--- src/rtl/rv_core_pkg.sv ---
// rv_core_pkg: shared core widths and writeback arbiter state encoding
package rv_core_pkg;
    localparam int XLEN = 32;
    localparam int NREG = 32;
    localparam int AW = $clog2(NREG);
    localparam logic [AW-1:0] REG_ZERO = '0;
    typedef enum logic {PRI_A, PRI_B} arb_state_e;
endpackage

--- src/rtl/wb_scoreboard.sv ---
// wb_scoreboard: per-register pending-write tracking for RAW/WAW hazard detection
module wb_scoreboard
    import rv_core_pkg::*;
(
    input  logic          clk,
    input  logic          rst,
    input  logic          issue_valid,
    input  logic [AW-1:0] issue_rd,
    output logic          issue_ready,
    input  logic          clr_valid,
    input  logic [AW-1:0] clr_rd,
    input  logic [AW-1:0] rs1,
    input  logic [AW-1:0] rs2,
    output logic          rs1_busy,
    output logic          rs2_busy
);
    logic [NREG-1:0] busy_q, busy_d;
    logic            set_en;

    assign issue_ready = !busy_q[issue_rd];
    assign set_en      = issue_valid && issue_ready && issue_rd != REG_ZERO;
    // A writeback accepted this cycle lands in the register file by the next edge.
    assign rs1_busy    = busy_q[rs1] && !(clr_valid && clr_rd == rs1);
    assign rs2_busy    = busy_q[rs2] && !(clr_valid && clr_rd == rs2);

    always_comb begin
        busy_d = busy_q;
        if (clr_valid) busy_d[clr_rd] = 1'b0;
        if (set_en) busy_d[issue_rd] = 1'b1;
        busy_d[0] = 1'b0;
    end

    always_ff @(posedge clk or posedge rst) begin
        if (rst) busy_q <= '0;
        else     busy_q <= busy_d;
    end
endmodule

--- src/rtl/regfile_wb_arbiter.sv ---
// regfile_wb_arbiter: round-robin ALU/LSU writeback arbitration onto the register-file port
module regfile_wb_arbiter
    import rv_core_pkg::*;
(
    input  logic            iCLK,
    input  logic            iRST,
    input  logic            iA_VALID,
    output logic            oA_READY,
    input  logic [AW-1:0]   iA_RD,
    input  logic [XLEN-1:0] iA_DATA,
    input  logic            iB_VALID,
    output logic            oB_READY,
    input  logic [AW-1:0]   iB_RD,
    input  logic [XLEN-1:0] iB_DATA,
    input  logic            iISSUE_VALID,
    input  logic [AW-1:0]   iISSUE_RD,
    output logic            oISSUE_READY,
    input  logic [AW-1:0]   iRS1,
    input  logic [AW-1:0]   iRS2,
    output logic            oRS1_BUSY,
    output logic            oRS2_BUSY,
    output logic [AW-1:0]   oRF_RD,
    output logic [XLEN-1:0] oRF_DATA,
    output logic            oRF_WE
);
    arb_state_e      state_q, state_d;
    logic [AW-1:0]   rf_rd_q, rf_rd_d, acc_rd;
    logic [XLEN-1:0] rf_data_q, rf_data_d, acc_data;
    logic            rf_we_q, rf_we_d, grant_a, grant_b, acc_valid;

    assign grant_a   = iA_VALID && (!iB_VALID || state_q == PRI_A);
    assign grant_b   = iB_VALID && (!iA_VALID || state_q == PRI_B);
    assign oA_READY  = grant_a;
    assign oB_READY  = grant_b;
    assign acc_valid = grant_a || grant_b;
    assign acc_rd    = grant_a ? iA_RD : iB_RD;
    assign acc_data  = grant_a ? iA_DATA : iB_DATA;

    // Port parks on x0/0 when idle or when the accepted write targets x0.
    always_comb begin
        state_d   = grant_a ? PRI_B : grant_b ? PRI_A : state_q;
        rf_we_d   = acc_valid && acc_rd != REG_ZERO;
        rf_rd_d   = rf_we_d ? acc_rd : REG_ZERO;
        rf_data_d = rf_we_d ? acc_data : '0;
    end

    always_ff @(posedge iCLK or posedge iRST) begin
        if (iRST) begin
            state_q   <= PRI_A;
            rf_rd_q   <= REG_ZERO;
            rf_data_q <= '0;
            rf_we_q   <= 1'b0;
        end else begin
            state_q   <= state_d;
            rf_rd_q   <= rf_rd_d;
            rf_data_q <= rf_data_d;
            rf_we_q   <= rf_we_d;
        end
    end

    assign oRF_RD   = rf_rd_q;
    assign oRF_DATA = rf_data_q;
    assign oRF_WE   = rf_we_q;

    wb_scoreboard u_sb (
        .clk         (iCLK),
        .rst         (iRST),
        .issue_valid (iISSUE_VALID),
        .issue_rd    (iISSUE_RD),
        .issue_ready (oISSUE_READY),
        .clr_valid   (acc_valid),
        .clr_rd      (acc_rd),
        .rs1         (iRS1),
        .rs2         (iRS2),
        .rs1_busy    (oRS1_BUSY),
        .rs2_busy    (oRS2_BUSY)
    );
endmodule

--- config.mk ---
export PLATFORM = sky130hd
export DESIGN_NAME = regfile_wb_arbiter
export DESIGN_NICKNAME = d
export VERILOG_FILES = /design/src/rtl/rv_core_pkg.sv /design/src/rtl/wb_scoreboard.sv /design/src/rtl/regfile_wb_arbiter.sv
export SDC_FILE = /design/constraint.sdc
export NUM_CORES = 1
export LEC_CHECK = 0
export CAP_MARGIN = 20
export CORE_MARGIN = 3
export CORE_UTILIZATION = 50
export DETAILED_ROUTE_END_ITERATION = 6
export DONT_BUFFER_PORTS = 1
export GPL_TIMING_DRIVEN = 0
export PLACE_DENSITY_LB_ADDON = 0.15
export RECOVER_POWER = 25
export SYNTH_ARGS = -nofsm -noshare
export SYNTH_HDL_FRONTEND = slang
export SYNTH_HIERARCHICAL = 1
export SYNTH_SLANG_ARGS = --single-unit
--- constraint.sdc ---
create_clock -name iCLK -period 4.6 [get_ports iCLK]
set_input_delay 0.69 -clock iCLK [delete_from_list [all_inputs] [get_ports iCLK]]
set_output_delay 0.69 -clock iCLK [all_outputs]
set_load 0.05 [all_outputs]
==> results.cfg <==
[global_routing]
grt_antenna_before_repair = 0
grt_pass1_vias = 3607
overflow = 0
grt_max_degree = 40
grt_use_total_pct = 25.0
grt_pass1_wl_mm = 19.4

[critical_path]
cp.required_ps = 3910
crit_chain = a21bo_2, buf_6, mux2_2, clkbuf_1, xor2_1, nor4_1, and3_1, a21oi_1
cp_max_fo = 10
rrSetupSlack_ps = 2280
startpoint = state_q
cp-start-kind = register
crit_family = compound AO/OA/AOI/OAI gates
cp-end-kind = output port
crit_type = reg2out
worst-path-buf-inv = 2
reg2reg_from = state_q
cp.arrival_ps = 3070
cp_slowest_stage_delay_ps = 850
crit_slowest_cell = a21oi_1

[sta]
rsz0062_at_grt = false
setup_viol = 0
tightest_slew_ps = 1450
hold_violations = 0
maxSlewViolCount = 0
finalSetupTns_ps = 0
max_freq_mhz = 266
relSlewSlack_pct = 3.11
period_share_pct = 81.7
min_period_ps = 3760
clock_skew_ps = 6.48

[clocking]
clockBufferDepth = 2
htree_levels = 3
cts-root-buf = clkbuf_8
cts_resized = 0
clk_latency_ps = 340
post-cts-setup-buffers = 0
clk_pin_slew_ps = 80
cts_hold_buf = 0
cts_buffers = 9
cts_tree = done
cts.sinks = 70

[detailed_routing]
post_drt_via_cell_ratio = 6.53
wl_mm = 12.0
first_pass_iters = 5
dr_wl_met3_mm = 1.17
dr.first_iter.drc_count = 262
highest_layer = met4
wl_met1_mm = 4.90
wl_met2_mm = 5.74
vias = 3636
drc = 0
wire_per_inst_um = 21.6
drtAntennaViolNets = 0

[placed_design]
dp_cells = 542
io_buffers = 0
place.gp.congestion = 0.951
dp_hpwl_mm = 8.81

[logic_synthesis]
synth_xor_area_share_pct = 2.05
avgSynthCellArea_um2 = 9.83
synth_compound_area_share_pct = 16.8
synth_ff_type = dfrtp_1
synth_cell_type_count = 46
synth_edf_count = 0
synth_cells = 435
synth_area_um2 = 4270
synth.area.mux_share_pct = 14.6
ys_seq_area_share_pct = 41.0
synth_top_family_by_area = simple AND/OR/NAND/NOR gates
synth_seq_cells = 70
async_reset_ff_share_pct = 100
ys_warn_count = 6
yosys.area_share.simple_pct = 19.5
synthAdderAreaFrac_pct = 0
synth_fp_nets = 529

[floorplan]
die-width_um = 98.5
die_h_um = 98.5
rows = 33
dieArea_um2 = 9690
initial_utilization_pct = 51.8
core_area_um2 = 8260
io_pins = 137

[cells_and_area]
final_cells = 557
syn_to_final_growth_pct = 7.70
multiInputGateArea_um2 = 2260
regArea_um2 = 1750
final_nets = 542
antennaDiodeCount = 0
drive_gt1_share_pct = 21.2
fillCellCount = 755

[pwr]
powerDensity_nw_per_um2 = 404
ir_drop_mv = 0.149
p_leak_uw = 0.00194

[worst_hold_path]
min_path_type = in2async

[run_status]
status = finished, final reports clean

[flow_run]
maxCapViolCount = 0
==> worst paths after layout <==
kind,endpoint,cells after the start
worst max-delay path,oRS2_BUSY,8
worst min-delay path,u_sb/busy_q[20],1
worst max register to register,u_sb/busy_q[17],7
worst min register to register,state_q,1
max in group asynchronous,u_sb/busy_q[8],2
min in group iCLK,state_q,1
==> cell families after synthesis <==
logic type,after synthesis
DFF,70
and+or+nand+nor,160
buffers and inverters,45
xor gates and xnor gates,10
muxes,42
AOI/OAI and AO/OA,108
==> cell type report <==
type                       instances  area share, %
clock buffer                      10           2.77
tap                              105           2.85
clock inverter                     5           1.33
multi-input combinational        320           49.1
inverter                           6          0.489
sequential                        70           38.1
timing repair buffer               2          0.190
buffer                            39           5.16
==> synth_stat cells (2+ instances only) <==
library cell / count / area, µm²
a2111o_1: 2 / 22.5
and3_1: 5 / 31.3
or4_4: 2 / 22.5
xor2_1: 8 / 70.1
mux2_1: 3 / 33.8
dfrtp_1: 70 / 1750
nor2_1: 4 / 15.0
clkbuf_1: 13 / 48.8
mux2_2: 11 / 124
o22ai_1: 30 / 188
o22ai_2: 4 / 50.1
a21oi_1: 6 / 30.0
nor3b_2: 2 / 25.0
nor3_1: 3 / 15.0
mux4_2: 15 / 338
nor2_8: 2 / 40.0
xnor2_1: 2 / 17.5
buf_6: 9 / 101
mux2i_1: 13 / 130
o21ai_0: 43 / 215
o211ai_1: 3 / 22.5
and2_1: 5 / 31.3
or3b_2: 3 / 26.3
nor4_1: 2 / 12.5
nor3b_1: 5 / 37.5
o21ai_2: 10 / 87.6
nand3b_1: 7 / 52.6
a221oi_1: 2 / 17.5
nand3_1: 44 / 220
inv_1: 5 / 18.8
nand2_1: 72 / 270
buf_2: 16 / 80.1
==> cells in the final DEF (no fill, tap or decap), drive strengths merged, types with 3 or more instances in the layout <==
| cell type | synthesis | layout |
|---|---|---|
| nand2 | 73 | 73 |
| and3 | 5 | 5 |
| mux2i | 13 | 13 |
| a21oi | 6 | 6 |
| clkinvlp | 0 | 3 |
| nor3 | 3 | 3 |
| mux4 | 15 | 15 |
| nor2 | 6 | 6 |
| o22ai | 35 | 35 |
| xor2 | 8 | 8 |
| o21ai | 53 | 53 |
| nand3b | 7 | 7 |
| dfrtp | 70 | 70 |
| clkbuf | 13 | 24 |
| or3b | 3 | 3 |
| inv | 6 | 6 |
| buf | 26 | 27 |
| and2 | 5 | 5 |
| nor3b | 7 | 7 |
| nand3 | 44 | 44 |
| mux2 | 14 | 14 |
| o211ai | 3 | 3 |
==> power by group <==
part,leakage [µW],switching [µW],internal (µW)
clock network,0.0000846,242,249
registers,0.000877,217,717
logic,0.000976,241,195
total,0.00194,701,1160
==> worst reg2reg max path: stages, from the launching register on <==
cell	delay, ps
dfrtp_1	370
a21bo_2	190
buf_6	160
mux2_2	350
clkbuf_1	270
or3b_2	590
o21ai_0	210
o21ai_2	80
==> state kept, by name, indices dropped and copies added (netlist names) <==
signal / count
oRF_DATA: 32
oRF_RD: 5
oRF_WE: 1
state_q: 1
u_sb/busy_q: 31
==> metrics by stage <==
step / hold WS [ps] / total power (µW) / setup WS (ps) / area [µm²] / util [%]
final: 211 / 1860 / 843 / 4600 / 55.7
after global routing: 238 / 1950 / 734 / 4600 / 55.7
after CTS: 256 / 1870 / 851 / 4630 / 56.0
after detailed placement: 471 / 1380 / 905 / 4440 / 53.7
after global placement: 460 / 1360 / 907 / 4410 / 53.3
after floorplan: 451 / 1260 / 1220 / 4270 / -
==> routing by layer <==
metal / track usage, % / up-vias
met3: 6.09 / 19
met2: 38.8 / 209
met4: 8.30 / 0
met1: 34.7 / 1793
met5: 0 / -
li1: - / 1615
(Power assumes the default switching activity.)
